**src/rtl/ctrl_pkg.sv**
```systemverilog
// Shared definitions for the main pipeline controller: opcodes, ALUOp codes
// and the control bundle carried down the pipe.
package ctrl_pkg;

    localparam int unsigned OPCODE_W = 7;
    localparam int unsigned ALUOP_W  = 3;

    localparam logic [OPCODE_W-1:0] R_TYPE = 7'b0110011;
    localparam logic [OPCODE_W-1:0] LW     = 7'b0000011;
    localparam logic [OPCODE_W-1:0] SW     = 7'b0100011;
    localparam logic [OPCODE_W-1:0] RTYPEI = 7'b0010011;
    localparam logic [OPCODE_W-1:0] BR     = 7'b1100011;
    localparam logic [OPCODE_W-1:0] JAL    = 7'b1101111;
    localparam logic [OPCODE_W-1:0] JALR   = 7'b1100111;
    localparam logic [OPCODE_W-1:0] AUIPC  = 7'b0010111;
    localparam logic [OPCODE_W-1:0] LUI    = 7'b0110111;

    localparam logic [ALUOP_W-1:0] ALUOP_RTYPE  = 3'b000;
    localparam logic [ALUOP_W-1:0] ALUOP_STORE  = 3'b001;
    localparam logic [ALUOP_W-1:0] ALUOP_IMM    = 3'b010;
    localparam logic [ALUOP_W-1:0] ALUOP_LOAD   = 3'b011;
    localparam logic [ALUOP_W-1:0] ALUOP_BRANCH = 3'b100;
    localparam logic [ALUOP_W-1:0] ALUOP_AUIPC  = 3'b101;
    localparam logic [ALUOP_W-1:0] ALUOP_LUI    = 3'b110;

    typedef struct packed {
        logic               alusrc;
        logic               memtoreg;
        logic               regwrite;
        logic               memread;
        logic               memwrite;
        logic [ALUOP_W-1:0] aluop;
        logic               branch;
        logic               auipc;
    } ctrl_bundle_t;

    localparam ctrl_bundle_t CTRL_BUBBLE = '0;

endpackage

```
**src/rtl/ctrl_decode.sv**
```systemverilog
// Combinational opcode decoder: opcode -> control bundle plus illegal flag.
module ctrl_decode
    import ctrl_pkg::*;
(
    input  logic [OPCODE_W-1:0] opcode,
    output ctrl_bundle_t        ctrl_c,
    output logic                illegal_c
);

    always_comb begin
        ctrl_c    = CTRL_BUBBLE;
        illegal_c = 1'b0;
        case (opcode)
            R_TYPE: begin
                ctrl_c.regwrite = 1'b1;
                ctrl_c.aluop    = ALUOP_RTYPE;
            end
            LW: begin
                ctrl_c.alusrc   = 1'b1;
                ctrl_c.memtoreg = 1'b1;
                ctrl_c.regwrite = 1'b1;
                ctrl_c.memread  = 1'b1;
                ctrl_c.aluop    = ALUOP_LOAD;
            end
            SW: begin
                ctrl_c.alusrc   = 1'b1;
                ctrl_c.memwrite = 1'b1;
                ctrl_c.aluop    = ALUOP_STORE;
            end
            RTYPEI: begin
                ctrl_c.alusrc   = 1'b1;
                ctrl_c.regwrite = 1'b1;
                ctrl_c.aluop    = ALUOP_IMM;
            end
            BR: begin
                ctrl_c.branch = 1'b1;
                ctrl_c.aluop  = ALUOP_BRANCH;
            end
            // JAL writes the link register, so it carries RegWrite.
            JAL: begin
                ctrl_c.regwrite = 1'b1;
                ctrl_c.branch   = 1'b1;
                ctrl_c.aluop    = ALUOP_RTYPE;
            end
            JALR: begin
                ctrl_c.alusrc   = 1'b1;
                ctrl_c.regwrite = 1'b1;
                ctrl_c.branch   = 1'b1;
                ctrl_c.aluop    = ALUOP_IMM;
            end
            AUIPC: begin
                ctrl_c.alusrc   = 1'b1;
                ctrl_c.regwrite = 1'b1;
                ctrl_c.auipc    = 1'b1;
                ctrl_c.aluop    = ALUOP_AUIPC;
            end
            LUI: begin
                ctrl_c.alusrc   = 1'b1;
                ctrl_c.regwrite = 1'b1;
                ctrl_c.aluop    = ALUOP_LUI;
            end
            default: illegal_c = 1'b1;
        endcase
    end

endmodule

```
**src/rtl/pipe_ctrl_unit.sv**
```systemverilog
// Main pipeline controller: decodes in ID, carries the control bundle through
// ID/EX -> MEM[*] -> WB, and handles load-use stall, branch flush and memory freeze.
module pipe_ctrl_unit
    import ctrl_pkg::*;
#(
    parameter int unsigned REG_AW     = 5,
    parameter int unsigned MEM_STAGES = 1,
    parameter int unsigned HAZARD_EN  = 1
) (
    input  logic                clk,
    input  logic                reset,
    input  logic                id_valid,
    input  logic [OPCODE_W-1:0] id_opcode,
    input  logic [REG_AW-1:0]   id_rs1,
    input  logic [REG_AW-1:0]   id_rs2,
    input  logic [REG_AW-1:0]   id_rd,
    input  logic                ex_branch_taken,
    input  logic                mem_busy,
    output logic                ex_alusrc,
    output logic                ex_branch,
    output logic                ex_auipc,
    output logic [ALUOP_W-1:0]  ex_aluop,
    output logic [REG_AW-1:0]   ex_rd,
    output logic                mem_read,
    output logic                mem_write,
    output logic                wb_regwrite,
    output logic                wb_memtoreg,
    output logic [REG_AW-1:0]   wb_rd,
    output logic                if_id_en,
    output logic                if_id_flush,
    output logic                ex_illegal
);

    // Stage 0 is ID/EX, stages 1..MEM_STAGES are MEM, the last one is WB.
    localparam int unsigned NSTG   = MEM_STAGES + 2;
    localparam int unsigned WB_IDX = MEM_STAGES + 1;

    ctrl_bundle_t      ctrl_q [NSTG];
    ctrl_bundle_t      ctrl_d [NSTG];
    logic [REG_AW-1:0] rd_q   [NSTG];
    logic [REG_AW-1:0] rd_d   [NSTG];
    logic              illegal_q;
    logic              illegal_d;
    ctrl_bundle_t      dec_ctrl;
    logic              dec_illegal;
    logic              load_use;
    logic              unused_fields;

    ctrl_decode u_decode (
        .opcode    (id_opcode),
        .ctrl_c    (dec_ctrl),
        .illegal_c (dec_illegal)
    );

    // A load is forwardable only from the last MEM stage, so loads in EX and
    // the earlier MEM stages block a dependent instruction in ID.
    always_comb begin
        load_use = 1'b0;
        for (int unsigned i = 0; i < MEM_STAGES; i++) begin
            if (ctrl_q[i].memread && (rd_q[i] != '0) &&
                ((rd_q[i] == id_rs1) || (rd_q[i] == id_rs2))) begin
                load_use = 1'b1;
            end
        end
        load_use = load_use && id_valid && (HAZARD_EN != 0);
    end

    always_comb begin
        ctrl_d    = ctrl_q;
        rd_d      = rd_q;
        illegal_d = illegal_q;
        if (!mem_busy) begin
            for (int unsigned i = 1; i < NSTG; i++) begin
                ctrl_d[i] = ctrl_q[i-1];
                rd_d[i]   = rd_q[i-1];
            end
            illegal_d = id_valid && dec_illegal && !ex_branch_taken && !load_use;
            if (!id_valid || dec_illegal || ex_branch_taken || load_use) begin
                ctrl_d[0] = CTRL_BUBBLE;
                rd_d[0]   = '0;
            end else begin
                ctrl_d[0] = dec_ctrl;
                rd_d[0]   = id_rd;
            end
        end
    end

    always_ff @(posedge clk) begin
        if (!reset) begin
            for (int unsigned i = 0; i < NSTG; i++) begin
                ctrl_q[i] <= CTRL_BUBBLE;
                rd_q[i]   <= '0;
            end
            illegal_q <= 1'b0;
        end else begin
            ctrl_q    <= ctrl_d;
            rd_q      <= rd_d;
            illegal_q <= illegal_d;
        end
    end

    // Not every bundle field is consumed at every stage.
    always_comb begin
        unused_fields = 1'b0;
        for (int unsigned i = 0; i < NSTG; i++) begin
            unused_fields = unused_fields ^ (^ctrl_q[i]);
        end
    end

    assign ex_alusrc   = ctrl_q[0].alusrc;
    assign ex_branch   = ctrl_q[0].branch;
    assign ex_auipc    = ctrl_q[0].auipc;
    assign ex_aluop    = ctrl_q[0].aluop;
    assign ex_rd       = rd_q[0];
    assign mem_read    = ctrl_q[1].memread;
    assign mem_write   = ctrl_q[1].memwrite;
    assign wb_regwrite = ctrl_q[WB_IDX].regwrite;
    assign wb_memtoreg = ctrl_q[WB_IDX].memtoreg;
    assign wb_rd       = rd_q[WB_IDX];

    assign if_id_en    = reset && !mem_busy && (ex_branch_taken || !load_use);
    assign if_id_flush = reset && !mem_busy && ex_branch_taken;
    assign ex_illegal  = reset && !mem_busy && illegal_q;

endmodule

```
**config.mk**
```make
export PLATFORM = sky130hd
export DESIGN_NAME = pipe_ctrl_unit
export DESIGN_NICKNAME = d
export VERILOG_FILES = /design/src/rtl/ctrl_pkg.sv /design/src/rtl/ctrl_decode.sv /design/src/rtl/pipe_ctrl_unit.sv
export SDC_FILE = /design/constraint.sdc
export NUM_CORES = 1
export LEC_CHECK = 0
export CORE_ASPECT_RATIO = 1.4
export CORE_UTILIZATION = 41
export DETAILED_ROUTE_END_ITERATION = 7
export GPL_ROUTABILITY_DRIVEN = 0
export PLACE_DENSITY = 0.75
export SYNTH_ARGS = -nofsm -noshare
export SYNTH_HDL_FRONTEND = slang
export SYNTH_SLANG_ARGS = --single-unit
```
**constraint.sdc**
```tcl
create_clock -name clk -period 1.8 [get_ports clk]
set_input_delay 0.54 -clock clk [delete_from_list [all_inputs] [get_ports clk]]
set_output_delay 0.54 -clock clk [all_outputs]
set_load 0.05 [all_outputs]
```
==> results.cfg, run 1 <==
[power]
power_density_nw_per_um2 = 586
irDropWorstVdd_mv = 0.572
leakage_nw = 1.08

[sta]
finalMaxSlewViolations = 0
maxSlewHeadroom_pct = 76.5
finalCriticalPeriod_ps = 2240
hold_viol = 0
fin_ws_ps = -445
finalSetupViolCount = 1
fin_skew_ps = 3.18
rsz0062_at_grt = yes
post-route-period-util_pct = 125
fmax_mhz = 446
worstMarginPinSlew_ps = 349

[clocking]
clk_pin_slew_worst_paths_ps = 60
clockBufferDepth = 2
numCtsBuffers = 5
cts-root-buf = clkbuf_8
clkLatencyLatePin_ps = 280
h-tree-depth = 2
clkSinkCount = 30
cts_tree = yes

[global_route]
antenna_found_initial = 0
grt_pass1_vias = 1397
grt-ovfl-total = 0
grt_pass1_wl_um = 6000
grt_usage_pct = 20.6
grt_max_degree = 17

[floorplan]
start_util_pct = 42.9
chipWidth_um = 54.2
die-area_sq_um = 4060
core_sq_um = 3640
die_h_um = 75.0
num_rows = 26
io-pin-count = 50

[cells_and_area]
layout_common_cells = 46 x buf_4, 29 x dfxtp_1, 18 x nand2_1
layout_commonest_cell = buf_4
seqCellArea_sq_um = 602
final_cell_count_no_fill = 282
fillers = 282
syn_to_final_growth_pct = 55.0
drive_gt1_share_pct = 38.3
post-route-util_pct = 66.4
multi_input_area_sq_um = 890
fin_nets = 266
num_antenna_cells = 0

[yosys]
yosys_warnings = 0
seq_area_frac_synth_pct = 38.5
syn_nets = 199
syn_inst = 172
ys_seq_elements = 30
synth_area_per_cell_sq_um = 9.08
syn_area_sq_um = 1560
yosysUniqueCellTypes = 32

[route]
routed_wirelength_um = 3760
drt_iter0_markers = 22
vias_per_cell = 5.07
firstDrtPassIters = 4
ant_nets = 0
drc_errors = 0
wl_per_cell_um = 13.3
vias = 1429

[placement]
dp_hpwl_um = 2860
portBuffers = 49
preCtsSetupSlack_ps = -728
dp.cells = 270

[outcome]
violations = negative setup slack
status = complete, but fails checks

[setup_path]
critPathKind = register to output pin
crit_chain = or4_4 > o211ai_4 > nor2_2 > a21boi_4 > buf_6
arrival_ps = 1700
cp-start-kind = register
slowest_stage = or4_4
cp_max_fo = 2
required_ps = 1260
slowest_delay_ps = 540
critPathCaptureType = output pin

[hold_path]
hp-class = register to register

[job]
cap_violations = 0
==> worst max-delay path: cells and delay by family, from the launching register on <==
family                 cells  cell delay [ps]
and+or+nand+nor            2              620
AOI/OAI and AO/OA          2              330
DFF                        1              310
buffers and inverters      1              170
==> cells in the mapped netlist <==
library cell | n | area (sq um)
clkbuf_1 | 4 | 15.0
o211ai_2 | 1 | 12.5
o21a_1 | 1 | 7.51
nand3b_1 | 2 | 15.0
nand4b_1 | 1 | 8.76
buf_4 | 13 | 97.6
a22o_1 | 4 | 35.0
a211oi_1 | 1 | 7.51
and2_1 | 3 | 18.8
nor2b_1 | 17 | 106
nor2_1 | 7 | 26.3
a21oi_1 | 4 | 20.0
o211a_1 | 1 | 10.0
a22o_2 | 1 | 10.0
nand3_1 | 4 | 20.0
buf_2 | 5 | 25.0
and3_1 | 1 | 6.26
o21ai_0 | 2 | 10.0
inv_1 | 2 | 7.51
mux2i_1 | 16 | 160
a22oi_1 | 1 | 7.51
o21ai_2 | 9 | 78.8
a21boi_2 | 1 | 11.3
o31ai_1 | 3 | 22.5
nand2_1 | 18 | 67.6
buf_6 | 1 | 11.3
xor2_1 | 11 | 96.3
or4_1 | 1 | 7.51
nor3_1 | 4 | 20.0
nor4_1 | 1 | 6.26
dfxtp_1 | 30 | 601
nand2b_1 | 2 | 12.5
==> worst paths after layout <==
| check | from | end | slack [ps] | cells past startpoint |
|---|---|---|---|---|
| max | ex_rd[1] | if_id_en | -440 | 5 |
| min | ex_alusrc | ex_alusrc | 460 | 2 |
| max reg2reg | ex_rd[2] | ex_rd[1] | 120 | 8 |
| min reg2reg | ex_alusrc | ex_alusrc | 460 | 2 |
==> logic make-up after synthesis <==
kind of cell              after synthesis  share of synthesized area (%)
buffers and inverters                  25                           10.0
and+or+nand+nor                        61                           20.2
DFF                                    30                           38.5
muxes                                  16                           10.3
xor gates and xnor gates               11                           6.17
AOI/OAI and AO/OA                      29                           14.9
==> registers in the layout, summed over array words and instances, names as in the netlist <==
signal / cells
ex_alusrc: 1
mem_write: 1
rd_q: 5
ex_rd: 5
wb_regwrite: 1
ex_branch: 1
wb_rd: 5
ctrl_q: 5
illegal_q: 1
wb_memtoreg: 1
ex_aluop: 3
ex_auipc: 1
==> per-stage QoR <==
stage                     cell area, sq um  setup TNS [ps]  power [mW]  hold WS (ps)
after floorplan                       1570            -342       0.770           416
after global placement                2230           -5860       0.875           441
after detailed placement              2230           -6490       0.880           449
after CTS                             2370            -476        1.42           461
after global routing                  2420            -500        1.47           479
final                                 2420            -445        1.42           461
==> repair_timing <==
action                                  CTS  global route
setup buffers                             4             2
endpoints found under the setup margin   18            18
hold buffers                              0             0
gates resized for setup                  27            13
pin swaps                                16             6
==> routing by layer <==
metal	vias to the layer above	track usage, %	share of wire (%)
met5	-	0	0
met4	0	11.1	3.2
met3	12	3.43	3.6
met2	35	38.2	55
met1	674	20.9	38
li1	708	-	-
==> where the power goes <==
part	internal (mW)	total, mW	switching, mW	leakage, nW
clock	0.308	0.550	0.242	0.0482
sequential	0.666	0.667	0.00137	0.242
combinational	0.111	0.201	0.0900	0.789
==> area by class of cell <==
type / count / area share, %
multi-input combinational: 117 / 36.7
timing repair buffer: 83 / 32.1
sequential: 30 / 24.9
clock buffer: 7 / 3.57
tap: 42 / 2.17
inverter: 2 / 0.310
clock inverter: 1 / 0.207
(Power assumes the default switching activity.)
==> run 2, diff against run 1 <==
--- a/config.mk
+++ b/config.mk
@@ -5,11 +5,15 @@
 export SDC_FILE = /design/constraint.sdc
 export NUM_CORES = 1
 export LEC_CHECK = 0
+export ABC_AREA = 1
+export CELL_PAD_IN_SITES_DETAIL_PLACEMENT = 0
+export CELL_PAD_IN_SITES_GLOBAL_PLACEMENT = 1
 export CORE_ASPECT_RATIO = 1.4
-export CORE_UTILIZATION = 41
+export CORE_UTILIZATION = 29
+export CTS_CLUSTER_DIAMETER = 80
 export DETAILED_ROUTE_END_ITERATION = 7
 export GPL_ROUTABILITY_DRIVEN = 0
-export PLACE_DENSITY = 0.75
+export PLACE_DENSITY_LB_ADDON = 0.1
 export SYNTH_ARGS = -nofsm -noshare
 export SYNTH_HDL_FRONTEND = slang
 export SYNTH_SLANG_ARGS = --single-unit
==> run 2 against run 1 <==
The run still ends with negative setup slack left. Combinational power rose by 12%. Register-to-register slack improved by 170 ps. Maximum frequency rose by 15%. Via count rose by 12%. Clock power rose by 19%. Final cell count rose by 30%.
==> results.cfg, run 2 <==
[clocking]
cts_tree = yes
clkSinkCount = 30
clockBufferDepth = 2
clkLatencyLatePin_ps = 280
clk_pin_slew_worst_paths_ps = 60
cts-root-buf = clkbuf_8
numCtsBuffers = 5
h-tree-depth = 2

[setup_path]
cp-start-kind = register
critPathKind = register to output pin
worst_r2r_startpoint = ex_rd[0]
required_ps = 1260
crit_chain = buf_6 > nor2_4 > nand4_1 > nand3_1 > inv_2 > a31oi_4 > buf_12
slowest_stage = dfxtp_4
critPathCaptureType = output pin
cp_top_family = flip-flops
arrival_ps = 1420
cp-startpoint = ex_rd[0]
cp_max_fo = 6
cp.buffers_inverters = 3
slowest_delay_ps = 380

[cells_and_area]
fillers = 545
drive_gt1_share_pct = 37.1
layout_common_cells = 65 x nand2_1, 33 x buf_4, 26 x inv_1
fin_nets = 328
multi_input_area_sq_um = 860
seqCellArea_sq_um = 612
layout_commonest_cell = nand2_1
syn_to_final_growth_pct = 67.3
num_antenna_cells = 0

[global_route]
grt_usage_pct = 15.3
antenna_found_initial = 0
grt_pass1_vias = 1527
grt_max_degree = 17
grt_pass1_wl_um = 6940
grt-ovfl-total = 0

[hold_path]
hp-class = register to register
holdCritStartpoint = ctrl_q[25]

[floorplan]
die_h_um = 90.6
start_util_pct = 30.8
core_sq_um = 5280
num_rows = 31
chipWidth_um = 65.3
io-pin-count = 50
die-area_sq_um = 5920

[sta]
fmax_mhz = 511
fin_ws_ps = -156
worstMarginPinSlew_ps = 279
hold_viol = 0
finalMaxSlewViolations = 0
rsz0062_at_grt = yes
finalSetupViolCount = 1
maxSlewHeadroom_pct = 81.3
post-route-period-util_pct = 109
finalCriticalPeriod_ps = 1960
final.setup.tns_ps = -156
fin_skew_ps = 3.99

[yosys]
async_flop_share_pct = 0
syn_nets = 259
yosys_warnings = 0
ys.flop_type = dfxtp_1
synth_area_per_cell_sq_um = 7.01
synth_area_leader_cell = dfxtp_1
syn_inst = 232
netlist.area_leader.share_pct = 36.9
synth_area_leaders = dfxtp_1 37%, nand2_1 15%, inv_1 7.4%
synth_common_cells = 67 x nand2_1, 32 x inv_1, 30 x dfxtp_1
synth.most_common_cell = nand2_1
syn_area_sq_um = 1630
seq_area_frac_synth_pct = 36.9
synth_edf_count = 0
ys_seq_elements = 30
yosysUniqueCellTypes = 27

[job]
cap_violations = 0

[power]
irDropWorstVdd_mv = 0.476
leakage_nw = 1.31
power_density_nw_per_um2 = 568
fin_total_pwr_mw = 1.55

[route]
wl_per_cell_um = 11.3
drt_iter0_markers = 55
vias_per_cell = 4.35
vias = 1601
ant_nets = 0
routed_wirelength_um = 4160
drc_errors = 0
firstDrtPassIters = 4

[outcome]
status = complete, but fails checks
violations = negative setup slack

[placement]
portBuffers = 49
dp_hpwl_um = 3200
[run 2: logic make-up (layout without fill, tap and decap cells)]
family | after synthesis | in the layout | share of synthesized area [%]
DFF | 30 | 30 | 36.9
xor gates and xnor gates | 2 | 2 | 1.08
buffers and inverters | 54 | 123 | 16.5
AOI/OAI and AO/OA | 21 | 21 | 8.15
and+or+nand+nor | 125 | 126 | 37.4
[run 2: metrics by stage]
stage                     hold WS, ps  utilization (%)  instances  instance area, sq um  worst slack [ps]
after floorplan                   428                -        232                  1680             -33.6
after global placement            441             47.5        355                  2500              -456
after detailed placement          450             47.5        355                  2500              -465
after CTS                         468             50.0        367                  2640              -199
after global routing              478             51.6        368                  2720              -234
final                             461             51.6        368                  2720              -156
[run 2: final cells by class]
| cell class | count | share of cell area (%) |
|---|---|---|
| Multi-Input combinational cell | 149 | 31.6 |
| Tap cell | 66 | 3.03 |
| Timing Repair Buffer | 80 | 33.7 |
| Inverter | 35 | 5.20 |
| Clock buffer | 5 | 2.53 |
| Sequential cell | 30 | 22.5 |
| Clock inverter | 3 | 1.47 |
[run 2: what timing repair did]
| item | CTS | global route |
|---|---|---|
| gates resized for setup | 38 | 25 |
| cloned | 1 | 0 |
| pin swaps | 22 | 12 |
| setup endpoints to repair | 12 | 16 |
| hold buffers | 0 | 0 |
| buffers inserted | 3 | 1 |
[run 2: tightest hold or removal path, delay by kind of cell, from the launching register on]
| kind | cells | cell delay, ps |
|---|---|---|
| simple gates | 2 | 110 |
| flops | 1 | 310 |
[run 2: final timing paths]
kind / endpoint / slack (ps) / cells past startpoint
worst min-delay path: ctrl_q[25] / 460 / 2
worst max-delay path: if_id_en / -160 / 7
worst min register to register: ctrl_q[25] / 460 / 2
worst max register to register: ex_aluop[0] / 290 / 10
[run 2: power by group]
group / internal (mW) / leakage [nW] / switching (mW)
Clock: 0.407 / 0.0579 / 0.250
Combinational: 0.110 / 1.01 / 0.114
Sequential: 0.663 / 0.245 / 0.00106
Total: 1.18 / 1.31 / 0.366
[run 2: layer usage]
metal  vias up  GRT usage (%)  share of wire (%)
met3         4           3.03                3.2
met1       699           16.2                 38
met2        31           28.2                 57
li1        867              -                  -
met5         -              0                  0
met4         0           6.70                1.6
==> RTL change 1: new RTL, config.mk and constraints of run 1 <==
The parameter `HAZARD_EN` goes from 1 to 0.
--- a/src/rtl/pipe_ctrl_unit.sv
+++ b/src/rtl/pipe_ctrl_unit.sv
@@ -5,7 +5,7 @@
 #(
     parameter int unsigned REG_AW     = 5,
     parameter int unsigned MEM_STAGES = 1,
-    parameter int unsigned HAZARD_EN  = 1
+    parameter int unsigned HAZARD_EN  = 0
 ) (
     input  logic                clk,
     input  logic                reset,
Check against the original RTL: not equivalent (a bounded check fails within 4 cycles, from zero or initial values and one cycle with reset low).
==> RTL change 1 against run 1 <==
Wire length down 20%; register-to-register slack improved by 0.96 ns; area after synthesis down 9.5%; critical endpoint is now ex_illegal; sequential cell count unchanged; worst setup slack improved by 0.49 ns; critical path depth fell by 1; power down 1.7%; sequential share of layout area grew 5.4 points; synthesized cell count is 13% lower; non-clock buffer count shrank 25; via count shrank 18%; final area down 18%; sequential power about the same; largest power group unchanged.
==> RTL change 1: results (changes against run 1) <==
Most frequent cells after synthesis: dfxtp_1 (30), nand2_1 (21), nor2b_1 (17), buf_4 (16), mux2i_1 (15) (was dfxtp_1 (30), nand2_1 (18), nor2b_1 (17), mux2i_1 (16), buf_4 (13))
Post-synthesis mux area share: 0.106 (was 0.103)
Worst Clk Skew: 0.00299 ns (was 0.00318 ns)
WL final: 3010 um (was 3760 um)
Fraction of layout cells with a size suffix above 1: 0.301 (was 0.383)
Yosys cell types: 35 (was 32)
Iteration-0 DRC Markers: 20 (was 22)
Critical-path top delay cell: clkdlybuf4s15_1 (was or4_4)
Number of H-tree levels: 2 (unchanged)
WP data arrival: 1.21 ns (was 1.70 ns)
Maximum vdd drop: 0.718 mV (was 0.572 mV)
Delay-heaviest family, CP: buffers and inverters (was simple AND/OR/NAND/NOR gates)
Average vias per placed instance: 5.06 (was 5.07)
Placed wire-length estimate: 2310 um (was 2860 um)
Switching Fraction: 0.232 (was 0.235)
Post-Syn Instances: 150 (was 172)
Placed Area: 1890 um^2 (was 2230 um^2)
First-pass GRT wire length: 4950 um (was 6000 um)
Worst slack, placed: -0.252 ns (was -0.728 ns)
PortBufs: 39 (was 49)
Largest net degree at the start of global routing: 20 (was 17)
Synth Net Count: 177 (was 199)
Crit path max fanout: 3 (was 2)
Reg power frac: 0.478 (was 0.470)
Status: complete, no violations (was finished with violations)
Top cells by area, synth: dfxtp_1 (42%), mux2i_1 (11%), buf_4 (8.5%) (was dfxtp_1 (38%), mux2i_1 (10%), nor2b_1 (6.8%))
CP max stage delay: 0.22 ns (was 0.54 ns)
CTS root buf: clkbuf_8 (unchanged)
Sequential element share of the synthesized area: 0.425 (was 0.385)
Initial antenna violation count: 0 (unchanged)
Vias in the first global route: 1195 (was 1397)
Post-synthesis adder-cell area fraction: 0 (unchanged)
Power share of the clock group: 0.395 (was 0.388)
Tot GR Track Use: 0.185 (was 0.206)
Post-synthesis compound-gate area fraction: 0.114 (was 0.149)
Final cell count without fillers: 232 (was 282)
Worst Tran Pin Value: 0.317 ns (was 0.349 ns)
==> RTL change 1: metal layers <==
layer | global-route usage | share of wire
met5 | 0 | 0
met4 | 0.105 | 0.030
met1 | 0.182 | 0.37
met2 | 0.328 | 0.53
met3 | 0.0616 | 0.062
==> RTL change 1: cell type report <==
cell class                      instances  area, um^2
Timing Repair Buffer                   58         574
Inverter                                2        7.51
Fill cell                             273        1230
Multi-Input combinational cell         95         659
Tap cell                               39        48.8
Clock inverter                          1        5.00
Clock buffer                            7        86.3
Sequential cell                        30         601
==> RTL change 1: final timing paths <==
path	from	end	slack, ns	cells past startpoint
setup / recovery	mem_busy	ex_illegal	0.05	4
setup reg to reg	ctrl_q[18]	ctrl_q[18]	1.08	2
hold reg to reg	ex_branch	ex_branch	0.44	2
hold / removal	ex_branch	ex_branch	0.44	2
==> RTL change 1: what timing repair did <==
action                                  in CTS  in global routing
setup buffers                                0                  0
endpoints found under the setup margin       3                  2
gates cloned                                 0                  0
pin swaps                                    1                  1
gates resized for setup                      3                  2
==> RTL change 2: new RTL, settings of run 1 <==
Made on the original files. Register the input `id_rd` before use, cleared by the reset. The logic sees it one clock later. The other inputs are not delayed to match.
--- a/src/rtl/pipe_ctrl_unit.sv
+++ b/src/rtl/pipe_ctrl_unit.sv
@@ -34,6 +34,16 @@
     // Stage 0 is ID/EX, stages 1..MEM_STAGES are MEM, the last one is WB.
     localparam int unsigned NSTG   = MEM_STAGES + 2;
     localparam int unsigned WB_IDX = MEM_STAGES + 1;
+
+    logic [REG_AW-1:0] id_rd_q;
+
+    always_ff @(posedge clk) begin
+        if (!reset) begin
+            id_rd_q <= '0;
+        end else begin
+            id_rd_q <= id_rd;
+        end
+    end
 
     ctrl_bundle_t      ctrl_q [NSTG];
     ctrl_bundle_t      ctrl_d [NSTG];
@@ -80,7 +90,7 @@
                 rd_d[0]   = '0;
             end else begin
                 ctrl_d[0] = dec_ctrl;
-                rd_d[0]   = id_rd;
+                rd_d[0]   = id_rd_q;
             end
         end
     end
Behaviour: not the same (a bounded check fails within 4 cycles, from zero or initial values and one cycle with reset low).
==> RTL change 2 against run 1 <==
The run still ends with negative setup slack left; sequential power grew 18%; register-to-register slack lost 0.07 ns; core utilization shrank 1.1 points; clock power grew 31%; critical path type unchanged; wire length shrank 6.1%; fmax shrank 2.8%; count of clock-buffer cells in the layout shrank 1; largest cell class unchanged; power grew 21%; worst setup slack lost 0.065 ns; sequential cell count grew 5; final area grew 5.7%; area after synthesis grew 7.5%.
==> RTL change 2: results (changes against run 1) <==
Status: finished with violations (unchanged)
Violated checks: negative setup slack (unchanged)
Largest net degree at the start of global routing: 16 (was 17)
Detail Route met2 WL: 1870 um (was 2080 um)
Top cells by area, synth: dfxtp_1 (42%), mux2i_1 (8.9%), buf_4 (5.8%) (was dfxtp_1 (38%), mux2i_1 (10%), nor2b_1 (6.8%))
Post-synthesis compound-gate area fraction: 0.120 (was 0.149)
Worst slack, placed: -0.679 ns (was -0.728 ns)
DP Cell Count: 289 (was 270)
Worst R2R End: illegal_q (was ex_rd[1])
R2R depth: 6 (was 8)
FILL cells: 334 (was 282)
Non-CTS inverters: 3 (was 2)
Postcts setup bufs: 1 (was 4)
Power Internal: 1.34 mW (was 1.08 mW)
Sequential element share of the synthesized area: 0.418 (was 0.385)
CTS root buf: clkbuf_8 (unchanged)
Resize count post-CTS: 28 (was 27)
Pwr dens: 671 nW/um^2 (was 586 nW/um^2)
Final setup margin: -0.510 ns (was -0.445 ns)
# setup viols final: 1 (unchanged)
Clock buffers: 6 (was 7)
Yosys cell types: 35 (was 32)
Met1 WL: 1510 um (was 1420 um)
Reg2Reg Setup Slack: 0.05 ns (was 0.12 ns)
Iteration-0 DRC Markers: 24 (was 22)
First-pass GRT wire length: 5930 um (was 6000 um)
Vias in the first global route: 1387 (was 1397)
Synth Area in XOR/XNOR: 0.0574 (was 0.0617)
Synth Net Count: 217 (was 199)
Data buffer area share: 0.312 (was 0.321)
Placed wire-length estimate: 2750 um (was 2860 um)
Pleak: 1.12 nW (was 1.08 nW)
Grt met2 use: 0.304 (was 0.382)
Average vias per placed instance: 4.91 (was 5.07)
P_seq: 784 uW (was 667 uW)
Post-Syn Instances: 190 (was 172)
Nets@finish: 283 (was 266)
Fin Setup TNS: -0.510 ns (was -0.445 ns)
WL met3: 107 um (was 134 um)
Number of H-tree levels: 2 (unchanged)
Fraction of layout cells with a size suffix above 1: 0.350 (was 0.383)
Met1 Usage GRT: 0.197 (was 0.209)
Hold EP: ex_rd[3] (was ex_alusrc)
Multi-input combinational area share: 0.341 (was 0.367)
Clock-cell share: 0.0459 (was 0.0377)
Placed Area: 2390 um^2 (was 2230 um^2)
Register area: 703 um^2 (was 602 um^2)
WL final: 3530 um (was 3760 um)
Most frequent cells after synthesis: dfxtp_1 (35), nor2_1 (26), nand2_1 (24), mux2i_1 (15), buf_4 (13) (was dfxtp_1 (30), nand2_1 (18), nor2b_1 (17), mux2i_1 (16), buf_4 (13))
Met3 GRT Util: 0.0350 (was 0.0343)
CP max stage delay: 0.54 ns (about the same)
Tot GR Track Use: 0.171 (was 0.206)
Slew HR: 0.661 (was 0.765)
WHS: 0.448 ns (was 0.461 ns)
Worst Clk Skew: 0.00227 ns (was 0.00318 ns)
Post-synthesis mux area share: 0.0895 (was 0.103)
Maximum vdd drop: 0.780 mV (was 0.572 mV)
Sequential cell count: 35 (was 30)
Final core utilization: 0.653 (was 0.664)
## RTL change 2: cell types whose count changed after synthesis, moves of 4 or more
cell / run 1 / this run
a21oi_1: 4 / 0
a22o_1: 4 / 0
and2_1: 3 / 7
buf_2: 5 / 1
dfxtp_1: 30 / 35
nand2_1: 18 / 24
nand4_1: 0 / 5
nor2_1: 7 / 26
nor2b_1: 17 / 3
o21ai_0: 2 / 8
o21ai_2: 9 / 0
## RTL change 2: logic make-up after synthesis
kind of cell	count (synthesis)
flip-flops	35
XOR/XNOR	11
buffers and inverters	27
multiplexers	15
AND/OR/NAND/NOR	76
AO/OA/AOI/OAI	26
## RTL change 2: worst max-delay path by stage
stage | start | end | slack (ns) | cells past startpoint
floorplan | ex_rd[1] | if_id_en | -0.34 | 5
global placement | id_rs2[3] | if_id_en | -0.68 | 7
detailed placement | id_rs2[0] | if_id_en | -0.68 | 7
CTS | ex_rd[1] | if_id_en | -0.49 | 5
global route | ex_rd[2] | if_id_en | -0.56 | 5
finish | ex_rd[2] | if_id_en | -0.51 | 5
